==> config.mk <==
export PLATFORM = sky130hd
export DESIGN_NAME = spatz_vrf_arbiter
export DESIGN_NICKNAME = d
export VERILOG_FILES = /design/src/rtl/spatz_pkg.sv /design/src/rtl/spatz_vrf_prio_arb.sv /design/src/rtl/spatz_vrf_arbiter.sv
export SDC_FILE = /design/constraint.sdc
export NUM_CORES = 1
export LEC_CHECK = 0
export CAP_MARGIN = 25
export CORE_AREA = 2 2 364 366
export DETAILED_ROUTE_END_ITERATION = 6
export DIE_AREA = 0 0 366 368
export SYNTH_ARGS = -nofsm -noshare
export SYNTH_HDL_FRONTEND = slang
export SYNTH_SLANG_ARGS = --single-unit
==> constraint.sdc <==
create_clock -name clk_i -period 2.07 [get_ports clk_i]
set_input_delay 0.207 -clock clk_i [delete_from_list [all_inputs] [get_ports clk_i]]
set_output_delay 0.207 -clock clk_i [all_outputs]
set_load 0.01 [all_outputs]
==> src/rtl/spatz_pkg.sv <==
// Shared VRF address/data types and arbiter defaults for the Spatz VRF slice.
package spatz_pkg;

  localparam int unsigned VrfNrBanks         = 4;
  localparam int unsigned NrVregs            = 32;
  localparam int unsigned BankWidth          = $clog2(VrfNrBanks);
  localparam int unsigned VregWidth          = $clog2(NrVregs / VrfNrBanks);
  localparam int unsigned DataWidth          = 32;
  localparam int unsigned DefaultStarveLimit = 4;
  localparam int unsigned StarveCntWidth     = 4;

  typedef logic [VregWidth-1:0] vreg_idx_t;

  // Bank select sits in the low bits so consecutive vregs interleave across banks.
  typedef struct packed {
    vreg_idx_t            vreg;
    logic [BankWidth-1:0] bank;
  } vreg_addr_t;

  typedef logic [DataWidth-1:0]   vreg_data_t;
  typedef logic [DataWidth/8-1:0] vreg_be_t;
  typedef logic [StarveCntWidth-1:0] starve_cnt_t;

endpackage

==> src/rtl/spatz_vrf_prio_arb.sv <==
// Combinational fixed-priority arbiter: promoted requests first, then lowest index.
module spatz_vrf_prio_arb #(
  parameter int unsigned NumReq = 4
) (
  input  logic [NumReq-1:0] req,
  input  logic [NumReq-1:0] promote,
  output logic [NumReq-1:0] gnt
);

  logic [NumReq-1:0] req_hi;
  logic [NumReq-1:0] cand;
  logic              found;

  always_comb begin
    req_hi = req & promote;
    cand   = (|req_hi) ? req_hi : req;
    gnt    = '0;
    found  = 1'b0;
    for (int unsigned i = 0; i < NumReq; i++) begin
      if (cand[i] && !found) begin
        gnt[i] = 1'b1;
        found  = 1'b1;
      end
    end
  end

endmodule

==> src/rtl/spatz_vrf_arbiter.sv <==
// Spatz VRF bank arbiter: routes read/write requesters onto banked VRF ports.
// Define SPATZ_VRF_STARVE_EN to enable starvation counters and promotion.
module spatz_vrf_arbiter
  import spatz_pkg::*;
#(
  parameter int unsigned NrReadPorts                = 5,
  parameter int unsigned NrWritePorts               = 3,
  parameter int unsigned NrBanks                    = 4,
  parameter int unsigned NrBankRdPorts              = 3,
  parameter int unsigned RdPortMap [NrReadPorts]    = '{0, 1, 2, 1, 2},
  parameter int unsigned StarveLimit                = DefaultStarveLimit
) (
  input  logic                                           clk_i,
  input  logic                                           rst_i,
  input  vreg_addr_t [NrWritePorts-1:0]                  waddr_i,
  input  vreg_data_t [NrWritePorts-1:0]                  wdata_i,
  input  logic       [NrWritePorts-1:0]                  we_i,
  input  vreg_be_t   [NrWritePorts-1:0]                  wbe_i,
  output logic       [NrWritePorts-1:0]                  wgnt_o,
  input  vreg_addr_t [NrReadPorts-1:0]                   raddr_i,
  input  logic       [NrReadPorts-1:0]                   re_i,
  output logic       [NrReadPorts-1:0]                   rgnt_o,
  output vreg_data_t [NrReadPorts-1:0]                   rdata_o,
  output logic       [NrReadPorts-1:0]                   rvalid_o,
  output vreg_idx_t  [NrBanks-1:0]                       bank_waddr_o,
  output vreg_data_t [NrBanks-1:0]                       bank_wdata_o,
  output logic       [NrBanks-1:0]                       bank_we_o,
  output vreg_be_t   [NrBanks-1:0]                       bank_wbe_o,
  output vreg_idx_t  [NrBanks-1:0][NrBankRdPorts-1:0]    bank_raddr_o,
  output logic       [NrBanks-1:0][NrBankRdPorts-1:0]    bank_re_o,
  input  vreg_data_t [NrBanks-1:0][NrBankRdPorts-1:0]    bank_rdata_i
);

  localparam int unsigned BankSelW = (NrBanks > 1) ? $clog2(NrBanks) : 1;
  localparam int unsigned PortW    = (NrBankRdPorts > 1) ? $clog2(NrBankRdPorts) : 1;

  if ((NrBanks == 0) || ((NrBanks & (NrBanks - 1)) != 0)) begin : g_bad_banks
    $error("spatz_vrf_arbiter: NrBanks must be a power of two");
  end
  if (NrBanks > (1 << BankWidth)) begin : g_bad_bank_field
    $error("spatz_vrf_arbiter: NrBanks exceeds the vreg_addr_t bank field");
  end
  if ((StarveLimit < 1) || (StarveLimit > 15)) begin : g_bad_starve
    $error("spatz_vrf_arbiter: StarveLimit must be in 1..15");
  end
  for (genvar r = 0; r < NrReadPorts; r++) begin : g_chk_map
    if (RdPortMap[r] >= NrBankRdPorts) begin : g_bad_map
      $error("spatz_vrf_arbiter: RdPortMap entry out of range");
    end
  end

  logic [NrBanks-1:0][NrWritePorts-1:0]                   wreq;
  logic [NrBanks-1:0][NrWritePorts-1:0]                   wgnt_bank;
  logic [NrBanks-1:0][NrBankRdPorts-1:0][NrReadPorts-1:0] rreq;
  logic [NrBanks-1:0][NrBankRdPorts-1:0][NrReadPorts-1:0] rgnt_port;
  logic [NrWritePorts-1:0]                                wpromote;
  logic [NrReadPorts-1:0]                                 rpromote;

  logic [NrReadPorts-1:0][BankSelW-1:0] rbank_d, rbank_q;
  logic [NrReadPorts-1:0][PortW-1:0]    rport_d, rport_q;
  logic [NrReadPorts-1:0]               rvalid_q;
  logic                                 run_q;

  always_comb begin
    wreq = '0;
    rreq = '0;
    for (int unsigned b = 0; b < NrBanks; b++) begin
      for (int unsigned w = 0; w < NrWritePorts; w++) begin
        wreq[b][w] = we_i[w] && (waddr_i[w].bank == BankWidth'(b));
      end
      for (int unsigned p = 0; p < NrBankRdPorts; p++) begin
        for (int unsigned r = 0; r < NrReadPorts; r++) begin
          rreq[b][p][r] = re_i[r] && (raddr_i[r].bank == BankWidth'(b)) && (RdPortMap[r] == p);
        end
      end
    end
  end

  for (genvar b = 0; b < NrBanks; b++) begin : g_bank
    spatz_vrf_prio_arb #(.NumReq(NrWritePorts)) i_warb (
      .req     (wreq[b]),
      .promote (wpromote),
      .gnt     (wgnt_bank[b])
    );
    for (genvar p = 0; p < NrBankRdPorts; p++) begin : g_port
      spatz_vrf_prio_arb #(.NumReq(NrReadPorts)) i_rarb (
        .req     (rreq[b][p]),
        .promote (rpromote),
        .gnt     (rgnt_port[b][p])
      );
    end
  end

  always_comb begin
    wgnt_o       = '0;
    bank_we_o    = '0;
    bank_waddr_o = '0;
    bank_wdata_o = '0;
    bank_wbe_o   = '0;
    for (int unsigned b = 0; b < NrBanks; b++) begin
      for (int unsigned w = 0; w < NrWritePorts; w++) begin
        if (wgnt_bank[b][w]) begin
          wgnt_o[w]       = 1'b1;
          bank_we_o[b]    = 1'b1;
          bank_waddr_o[b] = waddr_i[w].vreg;
          bank_wdata_o[b] = wdata_i[w];
          bank_wbe_o[b]   = wbe_i[w];
        end
      end
    end
  end

  always_comb begin
    rgnt_o       = '0;
    bank_re_o    = '0;
    bank_raddr_o = '0;
    rbank_d      = '0;
    rport_d      = '0;
    for (int unsigned b = 0; b < NrBanks; b++) begin
      for (int unsigned p = 0; p < NrBankRdPorts; p++) begin
        for (int unsigned r = 0; r < NrReadPorts; r++) begin
          if (rgnt_port[b][p][r]) begin
            rgnt_o[r]          = 1'b1;
            bank_re_o[b][p]    = 1'b1;
            bank_raddr_o[b][p] = raddr_i[r].vreg;
            rbank_d[r]         = BankSelW'(b);
            rport_d[r]         = PortW'(p);
          end
        end
      end
    end
  end

  // run_q masks grants seen around reset release so rvalid never fires in the
  // first cycle after rst_i drops.
  always_ff @(posedge clk_i or posedge rst_i) begin
    if (rst_i) begin
      run_q    <= 1'b0;
      rvalid_q <= '0;
      rbank_q  <= '0;
      rport_q  <= '0;
    end else begin
      run_q    <= 1'b1;
      rvalid_q <= rgnt_o & {NrReadPorts{run_q}};
      rbank_q  <= rbank_d;
      rport_q  <= rport_d;
    end
  end

  always_comb begin
    rdata_o = '0;
    for (int unsigned r = 0; r < NrReadPorts; r++) begin
      if (rvalid_q[r]) rdata_o[r] = bank_rdata_i[rbank_q[r]][rport_q[r]];
    end
  end

  assign rvalid_o = rvalid_q;

`ifdef SPATZ_VRF_STARVE_EN
  starve_cnt_t [NrWritePorts-1:0] wcnt_q;
  starve_cnt_t [NrReadPorts-1:0]  rcnt_q;

  always_ff @(posedge clk_i or posedge rst_i) begin
    if (rst_i) begin
      wcnt_q <= '0;
      rcnt_q <= '0;
    end else begin
      for (int unsigned w = 0; w < NrWritePorts; w++) begin
        if (!we_i[w] || wgnt_o[w])                           wcnt_q[w] <= '0;
        else if (wcnt_q[w] != starve_cnt_t'(StarveLimit))    wcnt_q[w] <= wcnt_q[w] + 1'b1;
      end
      for (int unsigned r = 0; r < NrReadPorts; r++) begin
        if (!re_i[r] || rgnt_o[r])                           rcnt_q[r] <= '0;
        else if (rcnt_q[r] != starve_cnt_t'(StarveLimit))    rcnt_q[r] <= rcnt_q[r] + 1'b1;
      end
    end
  end

  always_comb begin
    wpromote = '0;
    rpromote = '0;
    for (int unsigned w = 0; w < NrWritePorts; w++) begin
      wpromote[w] = (wcnt_q[w] == starve_cnt_t'(StarveLimit));
    end
    for (int unsigned r = 0; r < NrReadPorts; r++) begin
      rpromote[r] = (rcnt_q[r] == starve_cnt_t'(StarveLimit));
    end
  end
`else
  always_comb begin
    wpromote = '0;
    rpromote = '0;
  end
`endif

endmodule

# After elaboration in Yosys (flattened, before gate mapping)
# Cells that the tools add are included.
# totals
inputBits	542
reg_bits	24
wordCells	323
output_inout_bits	381
# classes
mux	206
reduce_logical	72
n_eq_ne	24
bitwise	1
order_cmp	9
# ops
operator	count
$bmux W96 S2	5
$mux W32	22
$mux W96	4
$bmux W32 S2	4
$mux W1	103
$mux W3	32
$logic_and A1 B1 Y1	48
$mux W2	24
$mux W4	12
$eq A2 B2 Y1 const B	16
$lt A2 B3 Y1 const B	9
$eq A2 B1 Y1 const B	8
$logic_not A1 Y1	16
$logic_not A2 Y1	8
$and A5 B5 Y5	1

# Depth between registers and ports, before layout
# Gate-level depths: netlist of run 1.
# depth
word_depth	13
depth_mapped	6
depth_no_buf	3

# Modules after synthesis
# A second synthesis of run 1 with hierarchy kept.
# hier_totals
hier_cells	3045
area_unflattened_um2	24728.7
# modules_own_cells
module	n_inst	area_each_um2	cells_each
spatz_vrf_arbiter	1	22781.8	2757
spatz_vrf_prio_arb at g_bank[0].g_port[0].i_rarb ...	12	140.1	21
spatz_vrf_prio_arb at g_bank[0].i_warb ...	4	66.3	9

# Least setup slack after synthesis of run 1
# Ideal clock, no wire load.
# synth_path
path_type	reg2out
start	register rbank_q[0] in the netlist's numbering
end	output port rdata_o[10] in the netlist's numbering
path_stages_with_launch	5
t_required_ns	1.863
arrival_time_ns	1.455
path_buffers	2
slack_ns	0.408
path_cell_list	dfrtp_1 > clkbuf_1 > buf_4 > mux4_2 > and2_1
# synth_lines
element	line	rtl
start: declaration	spatz_vrf_arbiter.sv:59	logic [NrReadPorts-1:0][BankSelW-1:0] rbank_d, rbank_q;
start signal: assignment	spatz_vrf_arbiter.sv:145	rbank_q <= rbank_d;
end: declaration	spatz_vrf_arbiter.sv:23	output vreg_data_t [NrReadPorts-1:0] rdata_o,

==> out/results.ini, run 1 <==
[run_status]
status = finished, violations left
violations = negative setup slack

[pwr]
irDropWorstVdd_uv = 252.0
power_density_nw_per_um2 = 263.8
p_leak_nw = 12.82

[clock_network]
numCtsBuffers = 3
cts-hold-fix-buffers = 0
htree_levels = 1
clkTransAtPathRegs_ps = 60
cts.path.max_buffers = 2
cts_root_buf = clkbuf_16
clkLatencyLatePin_ps = 250
numClockSinks = 20
cts_tree = yes

[setup_path]
cp_top_family = buffers and inverters
path_depth = 7
end_kind = primary output
required_ps = 1860
path_common_cell = buf_12
crit_type = reg2out
slowest_delay_ps = 530
ff2ff_path_depth = 1
crit_slowest_cell = dfrtp_4
crit_buf_inv = 4
path_max_fanout = 8
worstPathArrival_ps = 2170
cp-start-kind = flip-flop
path_cells = buf_12 > buf_12 > buf_6 > mux4_2 > nor2_4 > a211oi_4 > buf_12

[yosys]
yosysWarnings = 0
synth_nets = 2402
synth.most_common_cell = nor2_1
netlist_instances = 1860
synth_flop_cell = dfrtp_1
synthArstFlopShare_pct = 100.0
netlist.area_leader.share_pct = 25.29
seq_area_frac_synth_pct = 3.512
syn-cell-area_um2 = 14250
post_synth_most_frequent_cells = nor2_1 (296), nand2_1 (167), nand3_1 (161)
synthTopCellsByArea = mux4_2 (25%), mux2_2 (10%), mux2i_1 (9.1%), nor2_1 (7.8%), a31oi_1 (7.0%)
synth_top_cell_by_area = mux4_2
ys_types = 38
synth_seq_cells = 20
avgSynthCellArea_um2 = 7.662
synth-edff-count = 0

[timing]
maxSlewViolCount = 0
finalSetupViolations = 147
fin_crit_ps = 2379
max_freq_mhz = 420.3
worst_pin_slew_ps = 518.9
finClkSkew_ps = 3.934
rsz0062_at_grt = yes
layout_setup_ws_ps = -309.3
slew_headroom_pct = 65.30
holdWs_ps = 295.5
finalCritPeriodShare_pct = 114.9
hold_violations = 0

[global_routing]
grt_max_degree = 39
grt-ovfl-total = 0
grt_pass1_wl_um = 210300
antenna_found_initial = 96
grt_pass1_vias = 23647
grt_use_total_pct = 22.33

[min_path]
holdCritPathClass = in2async

[route]
drt-total-wl_um = 159200
ant_nets = 0
drt-initial-drc-count = 2363
vias = 23585
wl_per_cell_um = 32.05
drc = 0
first_pass_iters = 6
viasPerCell = 4.747

[floorplanning]
die_w_um = 366
placementRows = 133
coreArea_um2 = 130800
die_h_um = 368
die_area_um2 = 134700
start_util_pct = 10.90
ios = 923

[finish]
layout-drive-gt1-share_pct = 47.24
areaGrowthSynthToFinish_pct = 133.1
nets = 3712

[run]
cap_viol_max_count = 0

[placed_design]
dp_hpwl_um = 125100
port_buffers = 922
pre_cts_ws_ps = -663.0
gp_congestion = 1.002

==> registers in the layout, indices dropped and copies added (netlist names) <==
name      cells
rport_q       4
rvalid_o      5
run_q         1
rbank_q      10
==> power breakdown <==
part,switching (W),internal [W]
Combinational,0.00382,0.00406
Sequential,0.0000617,0.000419
Clock,0.000134,0.000262
==> kinds of logic after synthesis <==
group | Yosys count | share of synthesized area, %
other | 1 | 0.02631
buffers and inverters | 234 | 8.499
muxes | 417 | 44.46
AOI/OAI and AO/OA | 450 | 20.21
DFF | 20 | 3.512
xor gates and xnor gates | 8 | 0.4917
and+or+nand+nor | 730 | 22.80
==> tightest hold or removal path: cells and delay by family <==
| kind | cells | cell delay [ps] |
|---|---|---|
| buf+inv | 3 | 710 |
==> final timing paths <==
check                                start           end  slack (ps)
worst max register to register       run_q   rvalid_o[0]        1350
max in group asynchronous            rst_i    rbank_q[9]        1540
worst min-delay path                 rst_i    rport_q[9]         300
min in group clk_i              raddr_i[5]    rbank_q[2]         400
worst max-delay path            rbank_q[7]  rdata_o[100]        -310
worst min register to register       run_q   rvalid_o[1]         600
==> area by class of cell <==
type | count | area [um2]
fill | 14187 | 97580
timing repair buffer | 1534 | 15840
multi-input combinational | 1606 | 14430
tap | 1755 | 2196
sequential | 20 | 536.8
antenna | 44 | 110.1
clock buffer | 4 | 78.83
inverter | 5 | 18.77
==> through the flow <==
stage | std cells | power [W] | util, % | setup TNS [ps] | area (um2)
2_1_floorplan | 1860 | 0.002883 | - | 0 | 14250
3_3_place_gp | 4732 | 0.007200 | 22.13 | -99370 | 28950
3_5_place_dp | 4732 | 0.007209 | 22.13 | -102260 | 28950
4_1_cts | 4896 | 0.008381 | 24.63 | -27490 | 32220
5_1_grt | 4960 | 0.009062 | 25.38 | -24680 | 33190
6_report | 4968 | 0.008760 | 25.39 | -19350 | 33210
==> routing by layer <==
| metal | GRT usage [%] | wire length, um | vias to the layer above |
|---|---|---|---|
| met5 | 0 | 297 | - |
| met3 | 6.291 | 14440 | 498 |
| li1 | - | - | 9761 |
| met1 | 23.72 | 55030 | 11596 |
| met4 | 14.13 | 13070 | 44 |
| met2 | 38.90 | 76400 | 1686 |
==> placed cells by master (no fill, tap or decap), types with 20 or more instances in the layout <==
cell type	instances
a211oi_2	82
a211oi_4	31
a22o_1	20
a31oi_1	144
and2_1	28
and2_4	27
buf_12	133
buf_2	88
buf_4	377
buf_6	145
buf_8	32
clkbuf_2	38
clkdlybuf4s50_1	553
diode_2	44
dlygate4sd2_1	121
mux2_2	108
mux2_4	20
mux2i_1	116
mux4_2	160
nand2_1	166
nand3_1	156
nor2_1	190
nor2_2	73
nor2_4	33
o21ai_0	61
o21ai_1	36
o21ai_2	27
==> what timing repair did <==
action / CTS / global route
buffers inserted: 168 / 69
gates resized for setup: 1249 / 435
pin swaps: 127 / 110
gates cloned: 27 / 3
setup endpoints to repair: 347 / 216
Note: power is estimated with default switching activity, not from simulation.
==> run 2: changes to the inputs <==
--- a/config.mk
+++ b/config.mk
@@ -7,6 +7,7 @@
 export LEC_CHECK = 0
 export CAP_MARGIN = 25
 export CORE_AREA = 2 2 364 366
+export CTS_CLUSTER_DIAMETER = 30
 export DETAILED_ROUTE_END_ITERATION = 6
 export DIE_AREA = 0 0 366 368
 export SYNTH_ARGS = -nofsm -noshare
==> results of run 2 <==
Same layout as run 1: the final DEF is identical, and so are final timing and power.
